## src/rtl/gpio_uart_tx.sv

```systemverilog
// Buffers bytes written to the data-memory GPIO port and serialises them as 8N1 UART frames.
// Latency: byte accepted at edge N into an idle, empty block drives the start bit from edge N+1.
// Backpressure: none towards the CPU; bytes arriving while the FIFO is full are dropped and flagged.
//
// Ports:
//   clk, rst         system clock, asynchronous active-high reset
//   gpio_data/valid  one byte per cycle while gpio_valid is high
//   tx               UART line, idle high, driven straight from a flop
//   busy             FIFO non-empty or a frame in progress
//   fifo_full        FIFO holds FIFO_DEPTH entries
//   fifo_count       current FIFO occupancy
//   overflow         sticky: at least one byte was dropped since reset
module gpio_uart_tx #(
    parameter int CLKS_PER_BIT = 434,
    parameter int FIFO_DEPTH   = 16
) (
    input  logic                        clk,
    input  logic                        rst,
    input  logic [7:0]                  gpio_data,
    input  logic                        gpio_valid,
    output logic                        tx,
    output logic                        busy,
    output logic                        fifo_full,
    output logic [$clog2(FIFO_DEPTH):0] fifo_count,
    output logic                        overflow
);

    localparam int AW = $clog2(FIFO_DEPTH);
    localparam int CW = AW + 1;
    localparam int BW = $clog2(CLKS_PER_BIT);
    localparam logic [BW-1:0] BAUD_LAST = BW'(CLKS_PER_BIT - 1);
    localparam logic [CW-1:0] DEPTH_C   = CW'(FIFO_DEPTH);

    typedef enum logic [1:0] {IDLE, START, DATA, STOP} state_t;

    logic [7:0]    mem_q [FIFO_DEPTH];
    logic [AW-1:0] wr_ptr_q, wr_ptr_d;
    logic [AW-1:0] rd_ptr_q, rd_ptr_d;
    logic [CW-1:0] count_q, count_d;
    logic          ovf_q, ovf_d;
    state_t        state_q, state_d;
    logic [BW-1:0] baud_q, baud_d;
    logic [2:0]    bit_q, bit_d;
    logic [7:0]    shift_q, shift_d;
    logic          tx_q, tx_d;

    logic full, pop, push_ok, baud_end;

    // FIFO bookkeeping. A pop only happens from IDLE with data present, so a
    // push into a full FIFO is still accepted when it lands on the pop edge.
    always_comb begin
        full     = (count_q == DEPTH_C);
        pop      = (state_q == IDLE) && (count_q != '0);
        push_ok  = gpio_valid && (!full || pop);
        wr_ptr_d = push_ok ? wr_ptr_q + 1'b1 : wr_ptr_q;
        rd_ptr_d = pop ? rd_ptr_q + 1'b1 : rd_ptr_q;
        ovf_d    = ovf_q | (gpio_valid & ~push_ok);
        case ({push_ok, pop})
            2'b10:   count_d = count_q + 1'b1;
            2'b01:   count_d = count_q - 1'b1;
            default: count_d = count_q;
        endcase
    end

    // Storage has no reset: only entries between the pointers are ever read.
    always_ff @(posedge clk) begin
        if (push_ok) begin
            mem_q[wr_ptr_q] <= gpio_data;
        end
    end

    // Serialiser. tx_d is computed one cycle ahead so the line comes from a flop.
    always_comb begin
        state_d  = state_q;
        baud_d   = baud_q;
        bit_d    = bit_q;
        shift_d  = shift_q;
        tx_d     = tx_q;
        baud_end = (baud_q == BAUD_LAST);
        case (state_q)
            IDLE: begin
                tx_d = 1'b1;
                if (pop) begin
                    shift_d = mem_q[rd_ptr_q];
                    baud_d  = '0;
                    bit_d   = '0;
                    tx_d    = 1'b0;
                    state_d = START;
                end
            end
            START: begin
                if (baud_end) begin
                    baud_d  = '0;
                    tx_d    = shift_q[0];
                    state_d = DATA;
                end else begin
                    baud_d = baud_q + 1'b1;
                end
            end
            DATA: begin
                if (baud_end) begin
                    baud_d = '0;
                    if (bit_q == 3'd7) begin
                        tx_d    = 1'b1;
                        state_d = STOP;
                    end else begin
                        bit_d   = bit_q + 1'b1;
                        shift_d = {1'b0, shift_q[7:1]};
                        tx_d    = shift_q[1];
                    end
                end else begin
                    baud_d = baud_q + 1'b1;
                end
            end
            STOP: begin
                if (baud_end) begin
                    baud_d  = '0;
                    state_d = IDLE;
                end else begin
                    baud_d = baud_q + 1'b1;
                end
            end
            default: begin
                tx_d    = 1'b1;
                state_d = IDLE;
            end
        endcase
    end

    always_ff @(posedge clk or posedge rst) begin
        if (rst) begin
            wr_ptr_q <= '0;
            rd_ptr_q <= '0;
            count_q  <= '0;
            ovf_q    <= 1'b0;
            state_q  <= IDLE;
            baud_q   <= '0;
            bit_q    <= '0;
            shift_q  <= '0;
            tx_q     <= 1'b1;
        end else begin
            wr_ptr_q <= wr_ptr_d;
            rd_ptr_q <= rd_ptr_d;
            count_q  <= count_d;
            ovf_q    <= ovf_d;
            state_q  <= state_d;
            baud_q   <= baud_d;
            bit_q    <= bit_d;
            shift_q  <= shift_d;
            tx_q     <= tx_d;
        end
    end

    assign tx         = tx_q;
    assign busy       = (state_q != IDLE) || (count_q != '0);
    assign fifo_full  = full;
    assign fifo_count = count_q;
    assign overflow   = ovf_q;

endmodule

```

## config.mk

```make
export PLATFORM = sky130hd
export DESIGN_NAME = gpio_uart_tx
export DESIGN_NICKNAME = d
export VERILOG_FILES = /design/src/rtl/gpio_uart_tx.sv
export SDC_FILE = /design/constraint.sdc
export NUM_CORES = 1
export LEC_CHECK = 0
export CORE_MARGIN = 2
export CORE_UTILIZATION = 57
export DETAILED_ROUTE_END_ITERATION = 10
export GPL_TIMING_DRIVEN = 0
export MAX_ROUTING_LAYER = met4
export PLACE_DENSITY = 0.75
export SKIP_CTS_REPAIR_TIMING = 1
export SLEW_MARGIN = 0
export SYNTH_ARGS = -nofsm -noshare
export SYNTH_HDL_FRONTEND = slang
export SYNTH_SLANG_ARGS = --single-unit
```

## constraint.sdc

```tcl
create_clock -name clk -period 3 [get_ports clk]
set_clock_uncertainty 0.15 [all_clocks]
set_input_delay 0.45 -clock clk [delete_from_list [all_inputs] [get_ports clk]]
set_output_delay 0.45 -clock clk [all_outputs]
set_load 0.02 [all_outputs]
```

==> impl_metrics.csv <==
group,metric,value,unit
setup_path,worstPathCellList,"or4_4 > o21ai_4 > or2_4 > inv_1 > fa_1 > a21o_1 > a21oi_1 > mux2i_1 > xnor2_1",
cells_and_area,area_growth,14.3,%
floorplanning,start_util,0.586,
timing,post-route-min-period,2.88,ns
synth,syn_area_per_cell,16.0,um^2
timing,maxSlewHeadroom,0.487,
setup_path,crit_type,"register to register",
timing,hold_viol_final,0,
clocking,cts_htree_levels,4,
floorplanning,io_pins,20,
drt,dr.pass1.iters,4,
synth,synth_seq_cells,165,
drt,wl_met1,6080,um
setup_path,critPathLaunchType,"register",
flow_run,cap_violations,0,
floorplanning,core-area,0.0121,mm^2
pwr,ir_worst_vdd,0.580,mV
synth,ys.warnings.count,0,
cells_and_area,layout.cells.non_filler,663,
clocking,cts_made_buffers,17,
global_route,overflow,0,
drt,drc,0,
global_route,grt_pass1_wl,21800,um
synth,synth_edf_count,128,
timing,finalSetupViolCount,0,
place,place.gp.congestion,0.844,
synth,synth_cell_type_count,51,
drt,num_vias,3905,
drt,drt-wirelength-per-cell,21.1,um
synth,synth-xor-area-share,0.0149,
setup_path,arrival,3.07,ns
clocking,clkLatencyLatePin,0.43,ns
timing,max_freq,348,MHz
synth,ys_seq_area_frac,0.675,
cells_and_area,antenna_cells,0,
floorplanning,dieArea,0.0133,mm^2
synth,yosys.area_share.simple,0.0631,
synth,synthCells,441,
place,io_buffers,19,
setup_path,crit_slowest_cell,"or4_4",
pwr,powerDensity,979,mW/mm^2
floorplanning,die_w,115,um
floorplanning,die_h,115,um
setup_path,crit_fanout,6,
drt,drtIter0Drc,433,
global_route,grt_pass1_vias,3990,
synth,synthMuxAreaShare,0.118,
setup_path,cp-end-kind,"register",
clocking,clk_pin_slew,0.06,ns
drt,viasPerCell,5.89,
floorplanning,rows,40,
clocking,root_buffer,"clkbuf_16",
drt,wl_met3,702,um
setup_path,cp_data_required_time,3.20,ns
clocking,tritoncts,"built",
drt,ant_nets,0,
cells_and_area,nets,510,
hold_path,hold_class,"register to register",
pwr,power_leakage,2.96,nW
timing,hold_slack,0.315,ns
timing,post-route-period-util,0.959,
place,place_inst,628,
synth,synthAdderAreaFrac,0.0312,
setup_path,cpPeakStageDelay,0.57,ns
synth,syn_nets,469,
synth,synthesis.area,0.00706,mm^2
place,dp_hpwl,8900,um
global_route,antenna_found_initial,0,
global_route,grt_usage,0.237,
clocking,cts_max_path_buffers,2,
cells_and_area,drive_gt1_frac,0.149,
timing,tightest_slew,0.768,ns
timing,rsz0062_at_grt,"no",
timing,tns,0,ns
drt,top_layer_used,"met4",
synth,async_flop_share,0.224,
drt,drt-total-wl,14000,um
synth,synth_top_family_by_area,"multiplexers",
outcome,status,"finished, final reports clean",
synth,synth-compound-area-share,0.0723,
timing,slew_viol_final,0,
clocking,clock_sinks,165,
synth,synth_top_flop_cell,"edfxtp_1",
global_route,grt_max_degree,38,
drt,dr_wl_met2,7050,um
-- routing by layer --
layer  GRT usage  vias to the layer above
li1            -                     1787
met1       0.313                     1985
met5           -                        -
met3      0.0554                       18
met4      0.0819                        0
met2       0.366                      115
-- path summary, 6_finish.rpt --
path | slack [ns] | to | start | depth (start not counted)
setup / recovery | 0.12 | fifo_count[4] | fifo_count[0] | 9
hold / removal | 0.31 | overflow | overflow | 1
setup reg to reg | 0.12 | fifo_count[4] | fifo_count[0] | 9
max in group asynchronous | 1.84 | fifo_count[0] | rst | 2
hold reg to reg | 0.31 | overflow | overflow | 1
min in group asynchronous | 0.34 | fifo_count[3] | rst | 2
-- critical path, delay by kind of cell, from the launching register on --
family                     cells  cell delay (ns)
muxes                          1             0.24
DFF                            1             0.46
adders and majority gates      1             0.41
and+or+nand+nor                2             0.74
buffers and inverters          1             0.09
xor gates and xnor gates       1             0.14
AOI/OAI and AO/OA              3             0.58
-- metrics by stage --
step	area, um^2	utilization	worst slack (ns)	power, W
CTS	8040	0.667	-0.132	0.00788
finish	8080	0.670	0.123	0.00791
global placement	7460	0.619	-0.00490	0.00564
global route	8080	0.670	0.00245	0.00830
detailed placement	7460	0.619	-0.0998	0.00574
floorplan	7060	-	0.146	0.00500
-- cells by family after synthesis --
family,after synthesis
flip-flops,165
AND/OR/NAND/NOR,83
AO/OA/AOI/OAI,75
adder cells (fa/ha/maj),17
buffers and inverters,34
multiplexers,55
XOR/XNOR,12
-- synth_stat cells, types with 3 or more instances --
| cell type | count | area, um^2 |
|---|---|---|
| xor2_1 | 5 | 43.8 |
| dfrtp_1 | 36 | 901 |
| inv_1 | 14 | 52.6 |
| a21o_1 | 4 | 30.0 |
| o311ai_0 | 7 | 61.3 |
| a22oi_1 | 14 | 105 |
| and3_1 | 5 | 31.3 |
| a21oi_1 | 10 | 50.1 |
| nor2_1 | 12 | 45.0 |
| edfxtp_1 | 128 | 3840 |
| xnor2_1 | 7 | 61.3 |
| mux2i_1 | 31 | 310 |
| o21a_1 | 8 | 60.1 |
| nor2b_1 | 3 | 18.8 |
| o21ai_0 | 15 | 75.1 |
| mux4_1 | 7 | 184 |
| nand2_1 | 24 | 90.1 |
| buf_4 | 3 | 22.5 |
| mux4_2 | 12 | 270 |
| and2_1 | 16 | 100 |
| nand3_1 | 7 | 35.0 |
| buf_2 | 7 | 35.0 |
| ha_1 | 16 | 200 |
| clkbuf_1 | 6 | 22.5 |
| o22ai_1 | 9 | 56.3 |
| mux2_4 | 3 | 45.0 |
-- flip-flops by register name, summed over array words and instances, names as in the netlist --
register    count
overflow        1
fifo_count      5
shift_q         8
baud_q          9
mem_q         128
bit_q           3
tx              1
state_q         2
rd_ptr_q        4
wr_ptr_q        4
-- cell usage in the layout (no fill, tap or decap), types with 8 or more instances in the layout --
master,Yosys,layout
nand2_1,24,24
inv_1,14,13
a21oi_1,10,10
o21a_1,8,8
dfrtp_1,36,35
ha_1,16,16
and2_1,16,16
clkdlybuf4s50_1,0,18
mux4_2,12,12
nor2_1,12,12
edfxtp_1,128,128
mux2i_1,31,31
o21ai_0,15,15
o22ai_1,9,9
clkbuf_16,0,17
a22oi_1,14,14
-- power by group --
group	internal [W]	switching, W
sequential	0.00286	0.000238
combinational	0.00122	0.00147
clock	0.00124	0.000887
-- cell type report --
type                    count  area (um^2)
flip-flops and latches    165         4770
fillers                   814         3990
multi-input cells         242         2120
clock buffers              19          433
repair buffers             22          215
well taps                 168          210
clock inverters            13          144
plain buffers              20          128
inverters                  14         52.6
No activity file was read; power rests on OpenSTA's default activity.
